## src/rtl/frame_rd_responder.sv

```systemverilog
// Responder for the rd_burst pixel-read handshake: fetches words from a fixed-latency
// memory port, returns them with valid/finish, and holds the frame-ready level.
module frame_rd_responder #(
   parameter int                ADDR_W      = 24,
   parameter int                DATA_W      = 16,
   parameter int                BURST_LEN   = 1,
   parameter int                ADDR_DLY    = 2,
   parameter int                MEM_LAT     = 2,
   parameter int                FRAME_WORDS = 307204,
   parameter logic [DATA_W-1:0] OOR_DATA    = {DATA_W{1'b1}}
) (
   input  logic              clk,
   input  logic              reset,
   input  logic              frame_done,
   input  logic              frame_release,
   output logic              SDRAMFlag,
   input  logic              rd_burst_req,
   input  logic [ADDR_W-1:0] rd_burst_addr,
   output logic [DATA_W-1:0] rd_burst_data,
   output logic              rd_burst_data_valid,
   output logic              rd_burst_finish,
   output logic              mem_rd_en,
   output logic [ADDR_W-1:0] mem_addr,
   input  logic              mem_busy,
   input  logic [DATA_W-1:0] mem_rdata,
   output logic              err_addr
);

   localparam logic [2:0] S_IDLE      = 3'd0;
   localparam logic [2:0] S_WAIT_ADDR = 3'd1;
   localparam logic [2:0] S_ISSUE     = 3'd2;
   localparam logic [2:0] S_DRAIN     = 3'd3;
   localparam logic [2:0] S_FINISH    = 3'd4;
   localparam logic [2:0] S_GAP       = 3'd5;

   localparam int CNT_W = $clog2(BURST_LEN + 1);
   localparam int DLY_W = $clog2(ADDR_DLY + 1);

   localparam logic [CNT_W-1:0]  BL_LAST    = CNT_W'(BURST_LEN - 1);
   localparam logic [CNT_W-1:0]  BL_CNT     = CNT_W'(BURST_LEN);
   localparam logic [DLY_W-1:0]  DLY_LAST   = DLY_W'(ADDR_DLY - 1);
   // Highest start address whose whole burst still lies inside the frame.
   localparam logic [ADDR_W:0]   LAST_START = (ADDR_W + 1)'(FRAME_WORDS - BURST_LEN);

   logic [2:0]        state_q, state_d;
   logic [DLY_W-1:0]  dly_q, dly_d;
   logic [CNT_W-1:0]  issued_q, issued_d;
   logic [CNT_W-1:0]  ret_q, ret_d;
   logic [ADDR_W-1:0] addr_q, addr_d;
   logic              oor_q, oor_d;
   logic              err_q, err_d;
   logic              flag_q, flag_d;
   logic [MEM_LAT-1:0] pipe_q, pipe_d;
   logic [DATA_W-1:0] data_q, data_d;
   logic              valid_q, valid_d;

   logic issue_go;
   logic inject_go;
   logic ret_hit;

   assign issue_go  = (state_q == S_ISSUE) && !oor_q && !mem_busy;
   assign inject_go = (state_q == S_ISSUE) && oor_q;
   assign ret_hit   = pipe_q[MEM_LAT-1];

   always_comb begin
      state_d  = state_q;
      dly_d    = dly_q;
      issued_d = issued_q;
      ret_d    = ret_q;
      addr_d   = addr_q;
      oor_d    = oor_q;

      if (ret_hit || inject_go) begin
         ret_d = ret_q + 1'b1;
      end

      case (state_q)
         S_IDLE: begin
            dly_d    = '0;
            issued_d = '0;
            ret_d    = '0;
            if (rd_burst_req) begin
               state_d = S_WAIT_ADDR;
            end
         end
         S_WAIT_ADDR: begin
            if (dly_q == DLY_LAST) begin
               addr_d  = rd_burst_addr;
               oor_d   = {1'b0, rd_burst_addr} > LAST_START;
               state_d = S_ISSUE;
            end else begin
               dly_d = dly_q + 1'b1;
            end
         end
         S_ISSUE: begin
            if (issue_go || inject_go) begin
               issued_d = issued_q + 1'b1;
               if (issued_q == BL_LAST) begin
                  state_d = S_DRAIN;
               end
            end
         end
         S_DRAIN: begin
            if (ret_q == BL_CNT) begin
               state_d = S_FINISH;
            end
         end
         S_FINISH: state_d = S_GAP;
         S_GAP:    state_d = S_IDLE;
         default:  state_d = S_IDLE;
      endcase
   end

   // Valid shift register: bit MEM_LAT-1 marks the cycle mem_rdata carries a tracked read.
   assign pipe_d[0] = issue_go;
   genvar gi;
   for (gi = 1; gi < MEM_LAT; gi++) begin : g_pipe
      assign pipe_d[gi] = pipe_q[gi-1];
   end

   always_comb begin
      data_d  = data_q;
      valid_d = 1'b0;
      if (inject_go) begin
         data_d  = OOR_DATA;
         valid_d = 1'b1;
      end else if (ret_hit) begin
         data_d  = mem_rdata;
         valid_d = 1'b1;
      end
   end

   assign err_d  = err_q | inject_go;
   // Set wins over release when both pulse together.
   assign flag_d = frame_done ? 1'b1 : (frame_release ? 1'b0 : flag_q);

   always_ff @(posedge clk or negedge reset) begin
      if (!reset) begin
         state_q  <= S_IDLE;
         dly_q    <= '0;
         issued_q <= '0;
         ret_q    <= '0;
         addr_q   <= '0;
         oor_q    <= 1'b0;
         err_q    <= 1'b0;
         flag_q   <= 1'b0;
         pipe_q   <= '0;
         data_q   <= '0;
         valid_q  <= 1'b0;
      end else begin
         state_q  <= state_d;
         dly_q    <= dly_d;
         issued_q <= issued_d;
         ret_q    <= ret_d;
         addr_q   <= addr_d;
         oor_q    <= oor_d;
         err_q    <= err_d;
         flag_q   <= flag_d;
         pipe_q   <= pipe_d;
         data_q   <= data_d;
         valid_q  <= valid_d;
      end
   end

   assign mem_rd_en           = issue_go;
   assign mem_addr            = addr_q + ADDR_W'(issued_q);
   assign rd_burst_data       = data_q;
   assign rd_burst_data_valid = valid_q;
   assign rd_burst_finish     = (state_q == S_FINISH);
   assign err_addr            = err_q;
   assign SDRAMFlag           = flag_q;

endmodule

```

## config.mk

```make
export PLATFORM = sky130hd
export DESIGN_NAME = frame_rd_responder
export DESIGN_NICKNAME = d
export VERILOG_FILES = /design/src/rtl/frame_rd_responder.sv
export SDC_FILE = /design/constraint.sdc
export NUM_CORES = 1
export LEC_CHECK = 0
export ABC_AREA = 1
export CAP_MARGIN = 30
export CORE_AREA = 4 4 84 86
export DETAILED_ROUTE_END_ITERATION = 8
export DIE_AREA = 0 0 88 90
export PLACE_DENSITY = 0.86
export SYNTH_ARGS = -nofsm -noshare
export SYNTH_HDL_FRONTEND = slang
export SYNTH_SLANG_ARGS = --single-unit
```

## constraint.sdc

```tcl
create_clock -name clk -period 2.35 [get_ports clk]
set_clock_uncertainty 0.15 [all_clocks]
set_input_delay 0.3525 -clock clk [delete_from_list [all_inputs] [get_ports clk]]
set_output_delay 0.3525 -clock clk [all_outputs]
set_load 0.02 [all_outputs]
```

==> flow_metrics.tcl, run 1 <==
set metrics [dict create \
    htreeDepth 2 \
    finalNetCount 534 \
    min_period_ns 2.42 \
    design.portCount 91 \
    wl_per_cell_um 14.6 \
    die-area_um2 7920 \
    cpLargestDelayFamily "flip-flops" \
    start_kind "flip-flop" \
    die_h_um 90 \
    stdcell_count 561 \
    mostFrequentLayoutCells "nand2_1 (135), clkdlybuf4s50_1 (66), dfrtp_1 (51)" \
    tightest_slew_ns 0.610 \
    cts_max_path_buffers 2 \
    fillers 522 \
    synth-xor-area-share_pct 4.87 \
    vias 2916 \
    grtUsageTotal_pct 19.6 \
    place_hpwl_um 6040 \
    setup_viol 5 \
    grt_pass1_vias 2802 \
    powerDensity_nw_per_um2 1260 \
    dp_cells 547 \
    initial_core_util_pct 45.8 \
    yosysTopAreaCellShare_pct 46.1 \
    overflow 0 \
    max_stage_delay_ns 0.40 \
    rsz0062_at_grt "true" \
    ant_nets 0 \
    ys_top_cells_by_area "dfrtp_1 (46%), nand2_1 (18%), nor2_1 (4.2%)" \
    first_pass_iters 4 \
    worst_path_max_delay_cell "dfrtp_1" \
    synth_compound_area_share_pct 8.53 \
    path_cells "ha_4, ha_4, nand2_4, nor2_4, buf_4, nand4_1, xnor2_1, buf_4" \
    cts_tree "yes" \
    synthSimpleGateAreaFrac_pct 32.6 \
    min_period_over_period_pct 103 \
    worstSkewPairLatency_ns 0.30 \
    synth_top_family_by_area "simple AND/OR/NAND/NOR gates" \
    path_buf_inv 2 \
    crit_path_end_kind "output pin" \
    yosys_warnings 0 \
    final_common_cell "nand2_1" \
    cp.arrival_ns 1.92 \
    netlist_instances 371 \
    outcome "finished with violations" \
    maxSlewHeadroom_pct 59.4 \
    worst_slack_ns -0.0729 \
    fmax_mhz 413 \
    diodes 0 \
    layout-drive-gt1-share_pct 19.4 \
    synth_fp_nets 420 \
    synthAdderAreaFrac_pct 1.31 \
    violations "negative setup slack" \
    synth-seq-cells 53 \
    clk_pin_slew_worst_paths_ns 0.09 \
    peakVddDrop_v 0.000682 \
    path_max_fanout 6 \
    hold_class "flip-flop to flip-flop" \
    drc 0 \
    drv_slew 0 \
    cts-buffers-inserted 5 \
    ys_seq_area_share_pct 46.1 \
    syn-cell-area_um2 2880 \
    crit_required_ns 1.85 \
    core_region_area_um2 6280 \
    synth_cell_types 28 \
    grt_antenna_before_repair 0 \
    muxShareOfSynthArea_pct 0 \
    crit_type "flip-flop to output pin" \
    root_buffer "clkbuf_8" \
    place.port_buffers 90 \
    rows 29 \
    finalHoldViolCount 0 \
    synth.avg_cell_area_um2 7.75 \
    gp_congestion 0.885 \
    die_w_um 88 \
    area_delta_synth_final_pct 43.6 \
    totalWireLength_um 8190 \
    grt_max_degree 27 \
    timing.hold.ws_ns 0.201 \
    max_cap_viol_count 0 \
    initialDrtViolationCount 143 \
    setup_tns_ns -0.177 \
    p_leak_nw 1.99 \
    grt_pass1_wl_um 12500 \
    yosys.area.top_type "dfrtp_1" \
    viasPerCell 5.20 \
    cts_sinks 53 \
]
-- worst paths after layout --
path	startpoint	end	slack, ns	cells after the start
max	addr_q[0]	mem_addr[16]	-0.07	8
min	pipe_q[0]	pipe_q[1]	0.20	0
min reg2reg	pipe_q[0]	pipe_q[1]	0.20	0
min in group asynchronous	reset	addr_q[22]	0.41	2
max in group asynchronous	reset	rd_burst_data[11]	0.96	3
max reg2reg	state_q[2]	ret_q	0.59	7
-- registers in the layout, indices dropped and copies added, names as in the netlist --
| register | count |
|---|---|
| addr_q | 24 |
| rd_burst_data | 16 |
| state_q | 3 |
| dly_q | 2 |
| pipe_q | 2 |
| SDRAMFlag | 1 |
| err_addr | 1 |
| issued_q | 1 |
| oor_q | 1 |
| rd_burst_data_valid | 1 |
| ret_q | 1 |
-- report_power, final --
| part | switching (mW) | internal (mW) |
|---|---|---|
| Sequential | 0.426 | 1.35 |
| Combinational | 1.72 | 1.22 |
| Clock | 0.284 | 0.197 |
-- cell families after synthesis --
kind of cell / Yosys count
adder cells (fa/ha/maj): 3
AO/OA/AOI/OAI: 42
XOR/XNOR: 16
buffers and inverters: 44
flip-flops: 53
AND/OR/NAND/NOR: 213
-- timing repair --
item | 4_1_cts | 5_1_grt
pin swaps | 2 | 8
buffers inserted | 2 | 5
endpoints found under the setup margin | 23 | 20
hold buffers | 1 | 0
endpoints found under the hold margin | 22 | 0
gates resized for setup | 79 | 43
-- per-layer routing --
| metal | global-route usage [%] | wire (µm) | vias to the layer above |
|---|---|---|---|
| met5 | 0 | 0 | - |
| met4 | 7.16 | 216 | 0 |
| met3 | 4.66 | 576 | 25 |
| met2 | 35.0 | 4250 | 113 |
| met1 | 22.2 | 3150 | 1383 |
| li1 | - | - | 1395 |
-- cells in the mapped netlist, drive strengths merged --
master	n
xor2	10
or2	1
nand4	2
nand3b	7
nor3	9
nor2	37
o21bai	2
o211ai	3
nand3	17
clkbuf	2
ha	3
xnor2	6
inv	36
o21ai	20
buf	6
dfrtp	53
a21oi	17
nand2	140
-- metrics by stage --
stage	worst slack, ns	total power [mW]	utilization [%]	cell area (µm²)
floorplan	0.259	3.40	-	2880
global placement	-0.0751	4.58	62.8	3940
detailed placement	-0.165	4.69	62.8	3940
CTS	-0.122	5.11	64.3	4040
global route	-0.129	5.57	65.8	4130
finish	-0.0729	5.20	65.8	4130
-- cell type report --
type	count	area [µm²]	area share [%]
Multi-Input combinational cell	274	1480	35.9
Inverter	36	135	3.27
Sequential cell	53	1330	32.2
Tap cell	77	96.3	2.33
Clock inverter	1	5.00	0.121
Clock buffer	5	68.8	1.67
Timing Repair Buffer	115	1010	24.5
No activity file was read; power rests on OpenSTA's default activity.
==> run 2, diff against run 1 <==
- CTS_BUF_LIST: unset -> sky130_fd_sc_hd__clkbuf_4 sky130_fd_sc_hd__clkbuf_8 sky130_fd_sc_hd__clkbuf_16
- PLACE_DENSITY: 0.86 -> 0.84
==> run 2 against run 1 <==
Compared with the run above:
- the flow now finishes without violations
- clock power up 54%
- hold slack better by 0.0077 ns
- maximum frequency up 4.4%
- first-iteration DRC count up 6.3%
- flip-flop and latch count unchanged
- clock-buffer cell count unchanged
- non-clock buffer count down 3
- highest routed layer unchanged
==> flow_metrics.tcl, run 2 (synthesis results as in run 1) <==
set metrics [dict create \
    tightest_slew_ns 0.607 \
    cpMostUsedCell "ha_4" \
    cts-buffers-inserted 5 \
    max_cap_viol_count 0 \
    path_cells "ha_4, ha_4, nand2_4, nor2_4, buf_6, nand4_1, xnor2_1, buf_4" \
    layout-drive-gt1-share_pct 17.4 \
    finalNetCount 531 \
    cts_tree "yes" \
    path_max_fanout 5 \
    die_h_um 90 \
    vias 2824 \
    largest_register_ffs 24 \
    root_buffer "clkbuf_8" \
    drc 0 \
    hold_class "flip-flop to flip-flop" \
    area_delta_synth_final_pct 44.6 \
    outcome "finished, final reports clean" \
    grt_pass1_wl_um 12900 \
    diodes 0 \
    worstSkewPairLatency_ns 0.30 \
    worst_slack_ns 0.0289 \
    cts_max_path_buffers 2 \
    ant_nets 0 \
    cpLargestDelayFamily "flip-flops" \
    rows 29 \
    die_w_um 88 \
    crit_required_ns 1.85 \
    maxSlewHeadroom_pct 59.5 \
    place_hpwl_um 5960 \
    design.portCount 91 \
    initial_core_util_pct 45.8 \
    grt_pass1_vias 2874 \
    cts_sinks 53 \
    start_kind "flip-flop" \
    peakVddDrop_v 0.000691 \
    finalHoldViolCount 0 \
    gp_congestion 0.890 \
    crit_path_end_kind "output pin" \
    setup_viol 0 \
    mostFrequentLayoutCells "nand2_1 (136), clkdlybuf4s50_1 (66), dfrtp_1 (52)" \
    regArea_um2 1330 \
    totalWireLength_um 7910 \
    first_pass_iters 6 \
    fmax_mhz 431 \
    drv_slew 0 \
    grt_antenna_before_repair 0 \
    worst_path_max_delay_cell "dfrtp_1" \
    powerDensity_nw_per_um2 1310 \
    core_region_area_um2 6280 \
    fin_area_um2 4160 \
    multi_input_comb_area_um2 1440 \
    crit_type "flip-flop to output pin" \
    top_register "addr_q" \
    postPlaceCellArea_um2 3980 \
    fillers 500 \
    p_leak_nw 2.00 \
    clk_pin_slew_worst_paths_ns 0.10 \
    place.port_buffers 90 \
    wl_per_cell_um 14.1 \
    grt_max_degree 27 \
    min_period_ns 2.32 \
    viasPerCell 5.04 \
    die-area_um2 7920 \
    place_ws_ns -0.148 \
    initialDrtViolationCount 152 \
    htreeDepth 2 \
    grtUsageTotal_pct 20.2 \
    max_stage_delay_ns 0.41 \
    rsz0062_at_grt "true" \
    reg2reg_setup_slack_ns 0.59 \
    path_buf_inv 2 \
    min_period_over_period_pct 98.8 \
    final_common_cell "nand2_1" \
    overflow 0 \
    cp.arrival_ns 1.82 \
]
==> run 2: changes by cell type in the layout (fill, tap and decap cells not counted), moves of 2 or more <==
| cell | delta |
|---|---|
| buf_12 | +2 |
| buf_4 | -6 |
| bufinv_16 | +2 |
| nand3_1 | +2 |
| xnor2_1 | +3 |
| xnor2_2 | -3 |
==> run 2: final timing paths <==
check,start,end,cells past startpoint
max,addr_q[0],mem_addr[16],8
min in group asynchronous,reset,addr_q[23],2
min,pipe_q[0],pipe_q[1],0
max in group asynchronous,reset,dly_q[0],3
min reg2reg,pipe_q[0],pipe_q[1],0
max reg2reg,state_q[2],ret_q,7
==> run 2: area by class of cell <==
type                            count  area share, %
Clock inverter                      3           1.66
Tap cell                           77           2.32
Inverter                           36           3.25
Timing Repair Buffer              112           24.5
Sequential cell                    53           31.9
Multi-Input combinational cell    274           34.7
Clock buffer                        5           1.66
==> run 2: layer usage <==
metal / track usage [%] / wire [µm] / vias up
li1: - / - / 1390
met5: 0 / 0 / -
met4: 5.24 / 134 / 0
met2: 35.7 / 4010 / 116
met1: 24.2 / 3150 / 1303
met3: 4.66 / 618 / 15
==> run 2: where the power goes <==
group	total, mW	switching [mW]	internal (mW)
logic	2.96	1.72	1.24
registers	1.75	0.401	1.35
clock network	0.740	0.311	0.429
==> run 2: timing repair <==
action                                 CTS  global route
setup endpoints to repair               23            22
endpoints found under the hold margin   19             0
pin swaps                                2            11
setup buffers                            0             3
resized for setup                       81            29
hold buffers                             1             0
==> run 2: per-stage QoR <==
| step | power, mW | instances | setup TNS (ns) | utilization (%) | hold slack (ns) |
|---|---|---|---|---|---|
| floorplan | 3.40 | 371 | 0 | - | -0.0931 |
| global placement | 4.64 | 548 | -0.421 | 63.3 | 0.188 |
| detailed placement | 4.72 | 548 | -0.996 | 63.3 | 0.188 |
| CTS | 5.40 | 557 | 0 | 65.6 | 0.213 |
| global route | 5.86 | 560 | -0.381 | 66.2 | 0.229 |
| finish | 5.45 | 560 | 0 | 66.2 | 0.209 |
